--- src/rtl/game_event_uart_tx_if.sv ---
// Game-loop side of the event UART transmitter: event pulses,
// live scores in, serial line and busy status out.
interface game_event_uart_tx_if;
    logic       evStart;
    logic       evP1Score;
    logic       evP2Score;
    logic [3:0] p1Score;
    logic [3:0] p2Score;
    logic       tx;
    logic       busy;

    modport master (
        output evStart,
        output evP1Score,
        output evP2Score,
        output p1Score,
        output p2Score,
        input  tx,
        input  busy
    );

    modport slave (
        input  evStart,
        input  evP1Score,
        input  evP2Score,
        input  p1Score,
        input  p2Score,
        output tx,
        output busy
    );
endinterface

--- src/rtl/game_event_uart_tx.sv ---
// Sends a 4-byte ASCII message (tag, p1 digit, p2 digit, CR) per game
// event over an 8N1 UART line; events queue as sticky pending flags.
module game_event_uart_tx #(
    parameter int CLKS_PER_BIT = 434,
    parameter int CNT_W        = 9
) (
    input  logic                 Clock,
    input  logic                 reset,
    game_event_uart_tx_if.slave  bus
);

    typedef enum logic [2:0] {
        IDLE,
        LOAD,
        START,
        DATA,
        STOP
    } state_t;

    localparam logic [CNT_W-1:0] CNT_MAX = CNT_W'(CLKS_PER_BIT - 1);
    localparam logic [1:0] K_S = 2'd0;
    localparam logic [1:0] K_1 = 2'd1;
    localparam logic [1:0] K_2 = 2'd2;

    state_t           state, state_n;
    logic [CNT_W-1:0] cnt, cnt_n;
    logic [2:0]       bitIdx, bitIdx_n;
    logic [1:0]       byteIdx, byteIdx_n;
    logic [7:0]       shreg, shreg_n;
    logic             txq, tx_n;
    logic             pendS, pendS_n;
    logic             pend1, pend1_n;
    logic             pend2, pend2_n;
    logic [1:0]       kind, kind_n;
    logic [3:0]       snap1, snap1_n;
    logic [3:0]       snap2, snap2_n;
    logic [7:0]       tagByte;
    logic [7:0]       curByte;
    logic             wrap;

    function automatic logic [7:0] digit(input logic [3:0] v);
        return (v <= 4'd9) ? 8'h30 + {4'h0, v} : 8'h37 + {4'h0, v};
    endfunction

    assign wrap     = (cnt == CNT_MAX);
    assign bus.tx   = txq;
    assign bus.busy = (state != IDLE);

    always_comb begin
        tagByte = 8'h32;
        if (kind == K_S)
            tagByte = 8'h53;
        else if (kind == K_1)
            tagByte = 8'h31;
    end

    always_comb begin
        curByte = 8'h0D;
        unique case (byteIdx)
            2'd0:    curByte = tagByte;
            2'd1:    curByte = digit(snap1);
            2'd2:    curByte = digit(snap2);
            default: curByte = 8'h0D;
        endcase
    end

    always_comb begin
        state_n   = state;
        cnt_n     = wrap ? '0 : cnt + CNT_W'(1);
        bitIdx_n  = bitIdx;
        byteIdx_n = byteIdx;
        shreg_n   = shreg;
        tx_n      = txq;
        kind_n    = kind;
        snap1_n   = snap1;
        snap2_n   = snap2;
        // A pulse landing on the acceptance edge re-arms its flag.
        pendS_n   = pendS | bus.evStart;
        pend1_n   = pend1 | bus.evP1Score;
        pend2_n   = pend2 | bus.evP2Score;

        unique case (state)
            IDLE: begin
                tx_n  = 1'b1;
                cnt_n = '0;
                if (pendS | pend1 | pend2) begin
                    state_n   = LOAD;
                    byteIdx_n = 2'd0;
                    snap1_n   = bus.p1Score;
                    snap2_n   = bus.p2Score;
                    if (pendS) begin
                        kind_n  = K_S;
                        pendS_n = bus.evStart;
                    end else if (pend1) begin
                        kind_n  = K_1;
                        pend1_n = bus.evP1Score;
                    end else begin
                        kind_n  = K_2;
                        pend2_n = bus.evP2Score;
                    end
                end
            end
            LOAD: begin
                shreg_n = curByte;
                cnt_n   = '0;
                tx_n    = 1'b0;
                state_n = START;
            end
            START: begin
                if (wrap) begin
                    state_n  = DATA;
                    bitIdx_n = 3'd0;
                    tx_n     = shreg[0];
                end
            end
            DATA: begin
                if (wrap) begin
                    if (bitIdx == 3'd7) begin
                        state_n = STOP;
                        tx_n    = 1'b1;
                    end else begin
                        bitIdx_n = bitIdx + 3'd1;
                        shreg_n  = {1'b0, shreg[7:1]};
                        tx_n     = shreg[1];
                    end
                end
            end
            STOP: begin
                tx_n = 1'b1;
                if (wrap) begin
                    if (byteIdx == 2'd3) begin
                        state_n = IDLE;
                    end else begin
                        state_n   = LOAD;
                        byteIdx_n = byteIdx + 2'd1;
                    end
                end
            end
            default: begin
                state_n = IDLE;
                tx_n    = 1'b1;
                cnt_n   = '0;
            end
        endcase
    end

    always_ff @(posedge Clock or negedge reset) begin
        if (!reset) begin
            state   <= IDLE;
            cnt     <= '0;
            bitIdx  <= '0;
            byteIdx <= '0;
            shreg   <= '0;
            txq     <= 1'b1;
            pendS   <= 1'b0;
            pend1   <= 1'b0;
            pend2   <= 1'b0;
            kind    <= K_S;
            snap1   <= '0;
            snap2   <= '0;
        end else begin
            state   <= state_n;
            cnt     <= cnt_n;
            bitIdx  <= bitIdx_n;
            byteIdx <= byteIdx_n;
            shreg   <= shreg_n;
            txq     <= tx_n;
            pendS   <= pendS_n;
            pend1   <= pend1_n;
            pend2   <= pend2_n;
            kind    <= kind_n;
            snap1   <= snap1_n;
            snap2   <= snap2_n;
        end
    end

endmodule

--- src/flat_wrapper.sv ---
// flat-port wrapper written by rule: the top's interface ports become plain ports
module game_event_uart_tx_flat 
#(
    parameter int CLKS_PER_BIT = 434,
    parameter int CNT_W        = 9
)
  (Clock, reset, bus_evStart, bus_evP1Score, bus_evP2Score, bus_p1Score, bus_p2Score, bus_tx, bus_busy);
  game_event_uart_tx_if bus_i ();
  input  logic Clock;
  input  logic reset;
  input wire logic [$bits(bus_i.evStart)-1:0] bus_evStart;
  input wire logic [$bits(bus_i.evP1Score)-1:0] bus_evP1Score;
  input wire logic [$bits(bus_i.evP2Score)-1:0] bus_evP2Score;
  input wire logic [$bits(bus_i.p1Score)-1:0] bus_p1Score;
  input wire logic [$bits(bus_i.p2Score)-1:0] bus_p2Score;
  output wire logic [$bits(bus_i.tx)-1:0] bus_tx;
  output wire logic [$bits(bus_i.busy)-1:0] bus_busy;
  assign bus_i.evStart = bus_evStart;
  assign bus_i.evP1Score = bus_evP1Score;
  assign bus_i.evP2Score = bus_evP2Score;
  assign bus_i.p1Score = bus_p1Score;
  assign bus_i.p2Score = bus_p2Score;
  assign bus_tx = bus_i.tx;
  assign bus_busy = bus_i.busy;
  game_event_uart_tx #(.CLKS_PER_BIT(CLKS_PER_BIT), .CNT_W(CNT_W)) u_core (.Clock(Clock), .reset(reset), .bus(bus_i));
endmodule
--- config.mk ---
export PLATFORM = sky130hd
export DESIGN_NAME = game_event_uart_tx_flat
export DESIGN_NICKNAME = d
export VERILOG_FILES = /design/src/rtl/game_event_uart_tx_if.sv /design/src/rtl/game_event_uart_tx.sv /design/src/flat_wrapper.sv
export SDC_FILE = /design/constraint.sdc
export NUM_CORES = 1
export LEC_CHECK = 0
export CORE_AREA = 2 2 80 82
export DETAILED_ROUTE_END_ITERATION = 7
export DIE_AREA = 0 0 82 84
export HOLD_SLACK_MARGIN = 0.05
export PLACE_DENSITY = 0.63
export SETUP_SLACK_MARGIN = 0.05
export SLEW_MARGIN = 30
export SYNTH_ARGS = -nofsm -noshare
export SYNTH_HDL_FRONTEND = slang
export SYNTH_SLANG_ARGS = --single-unit
--- constraint.sdc ---
create_clock -name Clock -period 2.93 [get_ports Clock]
set_input_delay 0.7325 -clock Clock [delete_from_list [all_inputs] [get_ports Clock]]
set_output_delay 0.7325 -clock Clock [all_outputs]
set_load 0.02 [all_outputs]
==> out/qor.csv <==
stage,metric,value,unit
floorplan,overall die width,82,um
detailed_routing,count of vias placed by the detailed router,1606,
floorplan,floorplan die height,84,um
yosys,synthesized area per cell,9.60,sq um
timing,Max transition margin,62.7,%
critical_path,kind of start point of the critical path,flip-flop,
critical_path,Max Fanout on Critical Path,13,
timing,final critical delay including setup and external delays,2.61,ns
timing,post-route worst hold slack,0.397,ns
layout,count of non-filler cells in the finished layout,313,
timing,maximum clock skew at final layout,0.00650,ns
critical_path,launching point of the worst reg2reg path,u_core.cnt[1],
critical_path,Reg2Reg Capture Point,u_core.byteIdx[0],
detailed_routing,DRC violation count after routing,0,
timing,Final Cycle Share,89.0,%
critical_path,launch point of the worst path,u_core.state[0],
timing,highest clock frequency the design can meet,383,MHz
power_and_ir_drop,IR Drop Worst-Case VDD,0.233,mV
yosys,number of distinct standard cells referenced by the synthesized netlist,47,
critical_path,Crit-path slowest cell,sky130_fd_sc_hd__clkdlybuf4s50_1,
place,worst setup slack after placement,0.641,ns
layout,nets,260,
global_routing,number of antenna violations at the first check in global routing,0,
cts,hold buffers post-CTS,0,
critical_path,required time at the worst-slack endpoint,2.20,ns
timing,number of setup violations in the final report,0,
outcome,status,completed,
yosys,number of flip-flops and latches in the synthesized netlist,38,
worst_hold_path,HP Class,input pin to async pin,
detailed_routing,post-route antenna net violation count,0,
yosys,cells after synthesis,221,
detailed_routing,average detailed-routed wire length per instance,12.3,um
layout,highest-count cells in the layout ignoring fill and taps,"sky130_fd_sc_hd__dfrtp_1, sky130_fd_sc_hd__nand2_1, sky130_fd_sc_hd__nor2_1, sky130_fd_sc_hd__o21ai_0, sky130_fd_sc_hd__clkdlybuf4s50_1",
layout,post-route cell area,2410,sq um
timing,unrepaired setup endpoints after global routing,no,
critical_path,buffer and inverter count on the worst path,3,
floorplan,core footprint,6100,sq um
critical_path,critical path capture point type,output port,
global_routing,global-route usage over all layers,13.1,%
timing,count of endpoints failing hold in the final timing report,0,
critical_path,data arrival time of the worst path,1.88,ns
global_routing,via count of the first global-routing pass,1535,
critical_path,number of cells on the worst reg-to-reg path,7,
yosys,main flop type after synthesis,sky130_fd_sc_hd__dfrtp_1,
place,Placement Cell Area,2320,sq um
layout,share of final-layout standard cells stronger than drive strength 1,8.05,%
detailed_routing,Pre-antenna DRT Iters,4,
cts,CTS root buf,sky130_fd_sc_hd__clkbuf_8,
layout,diode insertion count for antenna repair,0,
floorplan,area enclosed by the die boundary,6890,sq um
global_routing,maximum number of pins on one net before global-route repair,39,
layout,most frequent standard cell in the layout excluding fill and tap cells,sky130_fd_sc_hd__dfrtp_1,
critical_path,top cell family by delay on the critical path,buffers and inverters,
yosys,Yosys warning count,0,
timing,final setup TNS,0,ns
yosys,sequential cell area fraction in the yosys report,44.9,%
critical_path,number of stages on the worst setup path,4,
global_routing,sum of overflow across all layers after global routing,0,
run,max cap viols,0,
cts,post-cts repair resize count,0,
critical_path,Critical path destination,bus_busy,
yosys,total standard cell area after synthesis,2120,sq um
power_and_ir_drop,cell leakage power,1.04,nW
timing,slew at the pin with the worst max-slew slack,0.556,ns
layout,P&R area growth vs syn,13.4,%
power_and_ir_drop,Power Total,0.937,mW
detailed_routing,drt total wl,3.85,mm
cts,clock tree from TritonCTS,built,
floorplan,initial standard-cell utilization of the core,34.8,%
yosys,proportion of register bits with asynchronous set or reset after synthesis,100,%
cts,setup bufs post-CTS,0,
cts,number of buffers on the longest clock path,2,
yosys,syn nets,246,
power_and_ir_drop,cell area power density,389,nW/um^2
detailed_routing,vias per std cell,5.13,
critical_path,ordered cell list for the critical path,"nor3_1, buf_4, inv_1, clkdlybuf4s50_1",
detailed_routing,number of DRC markers after the initial detailed-route iteration,64,
cts,count of clock tree sinks,38,
floorplan,cell row count,29,
critical_path,Critical Setup Path Class,flip-flop to output port,
place,Final GP Congestion,0.776,
yosys,number of flops mapped to enable cells by yosys,0,
cts,H-tree Lvls,2,
place,port buffer count,14,
place,Placed Cells incl. Taps,305,
timing,total count of max-transition violations in the final report,0,
floorplan,Ports,15,
timing,Worst Slack Setup Final,0.321,ns
cts,CTS buffer count,5,
critical_path,register-to-register path setup slack,0.93,ns
place,final HPWL from detailed placement,2.83,mm
critical_path,largest stage delay on the critical path,0.64,ns
layout,core utilization of the finished layout,39.5,%
cts,clock slew seen by the registers of the worst setup and hold paths,0.07,ns
cts,source-to-sink clock delay at the later pin of the worst-skew pair,0.29,ns
global_routing,wire length of the first global-routing pass,7.07,mm
==> how the worst min path moves through the flow <==
stage                            end  slack, ns
finish               u_core.snap1[0]       0.40
CTS                    u_core.cnt[0]       0.49
floorplan           u_core.bitIdx[0]       0.44
global route         u_core.snap1[0]       0.44
detailed placement   u_core.shreg[6]       0.48
global placement     u_core.shreg[3]       0.47
==> worst register-to-register path: cells and delay by family (launching register included) <==
family / cells / cell delay, ns
and+or+nand+nor: 3 / 0.81
DFF: 1 / 0.39
adders and majority gates: 1 / 0.14
AOI/OAI and AO/OA: 1 / 0.17
buffers and inverters: 1 / 0.06
muxes: 1 / 0.33
==> sequential cells by signal, summed over array words and instances (netlist names) <==
name / cells
u_core.cnt: 9
u_core.shreg: 7
u_core.snap1: 4
u_core.snap2: 4
u_core.bitIdx: 3
u_core.state: 3
u_core.byteIdx: 2
u_core.kind: 2
u_core.bus.tx: 1
u_core.pend1: 1
u_core.pend2: 1
u_core.pendS: 1
==> power by group <==
group | switching, mW | total [mW] | internal, mW | leakage [nW]
Sequential | 0.00914 | 0.542 | 0.533 | 0.445
Clock | 0.171 | 0.340 | 0.169 | 0.0395
Combinational | 0.0266 | 0.0552 | 0.0286 | 0.557
Total | 0.206 | 0.937 | 0.731 | 1.04
==> area by class of cell <==
class,instances,area (sq um)
fill,626,3690
multi-input combinational,165,1100
sequential,38,952
timing repair buffer,15,145
tap,77,96.3
clock buffer,8,80.1
inverter,10,37.5
==> cells in the mapped netlist (all sizes together) (2+ instances only) <==
cell    instances  area (sq um)
nand2b          7          43.8
a21o            4          30.0
and3            3          18.8
a22o            4          35.0
dfrtp          37           926
nand2          24          90.1
xnor2           6          52.6
inv            10          37.5
mux2            6          67.6
nand3           6          30.0
ha             12           150
o21bai          2          15.0
a21oi          10          53.8
nor3            3          15.0
clkbuf          5          18.8
o221ai          3          32.5
a31oi           3          18.8
o21ai          19          95.1
buf             3          17.5
and2b           2          15.0
nand3b          2          15.0
a221oi          2          17.5
xor2            3          26.3
o31ai           2          15.0
o41ai           2          17.5
nor2           22          82.6
nor2b           2          12.5
==> layer usage <==
layer | track usage (%) | vias up | wire [um]
met5 | 0 | - | 0
met4 | 4.55 | 0 | 60
met3 | 3.25 | 6 | 126
met2 | 20.0 | 22 | 1780
met1 | 17.9 | 765 | 1890
li1 | - | 813 | -
==> cell families after synthesis <==
family | synth area share [%]
simple gates | 18.7
compound gates | 18.5
flops | 44.9
buf+inv | 3.48
fa+ha+maj | 7.08
xor+xnor | 3.71
mux | 3.66
Note: power is estimated with default switching activity, not from simulation.
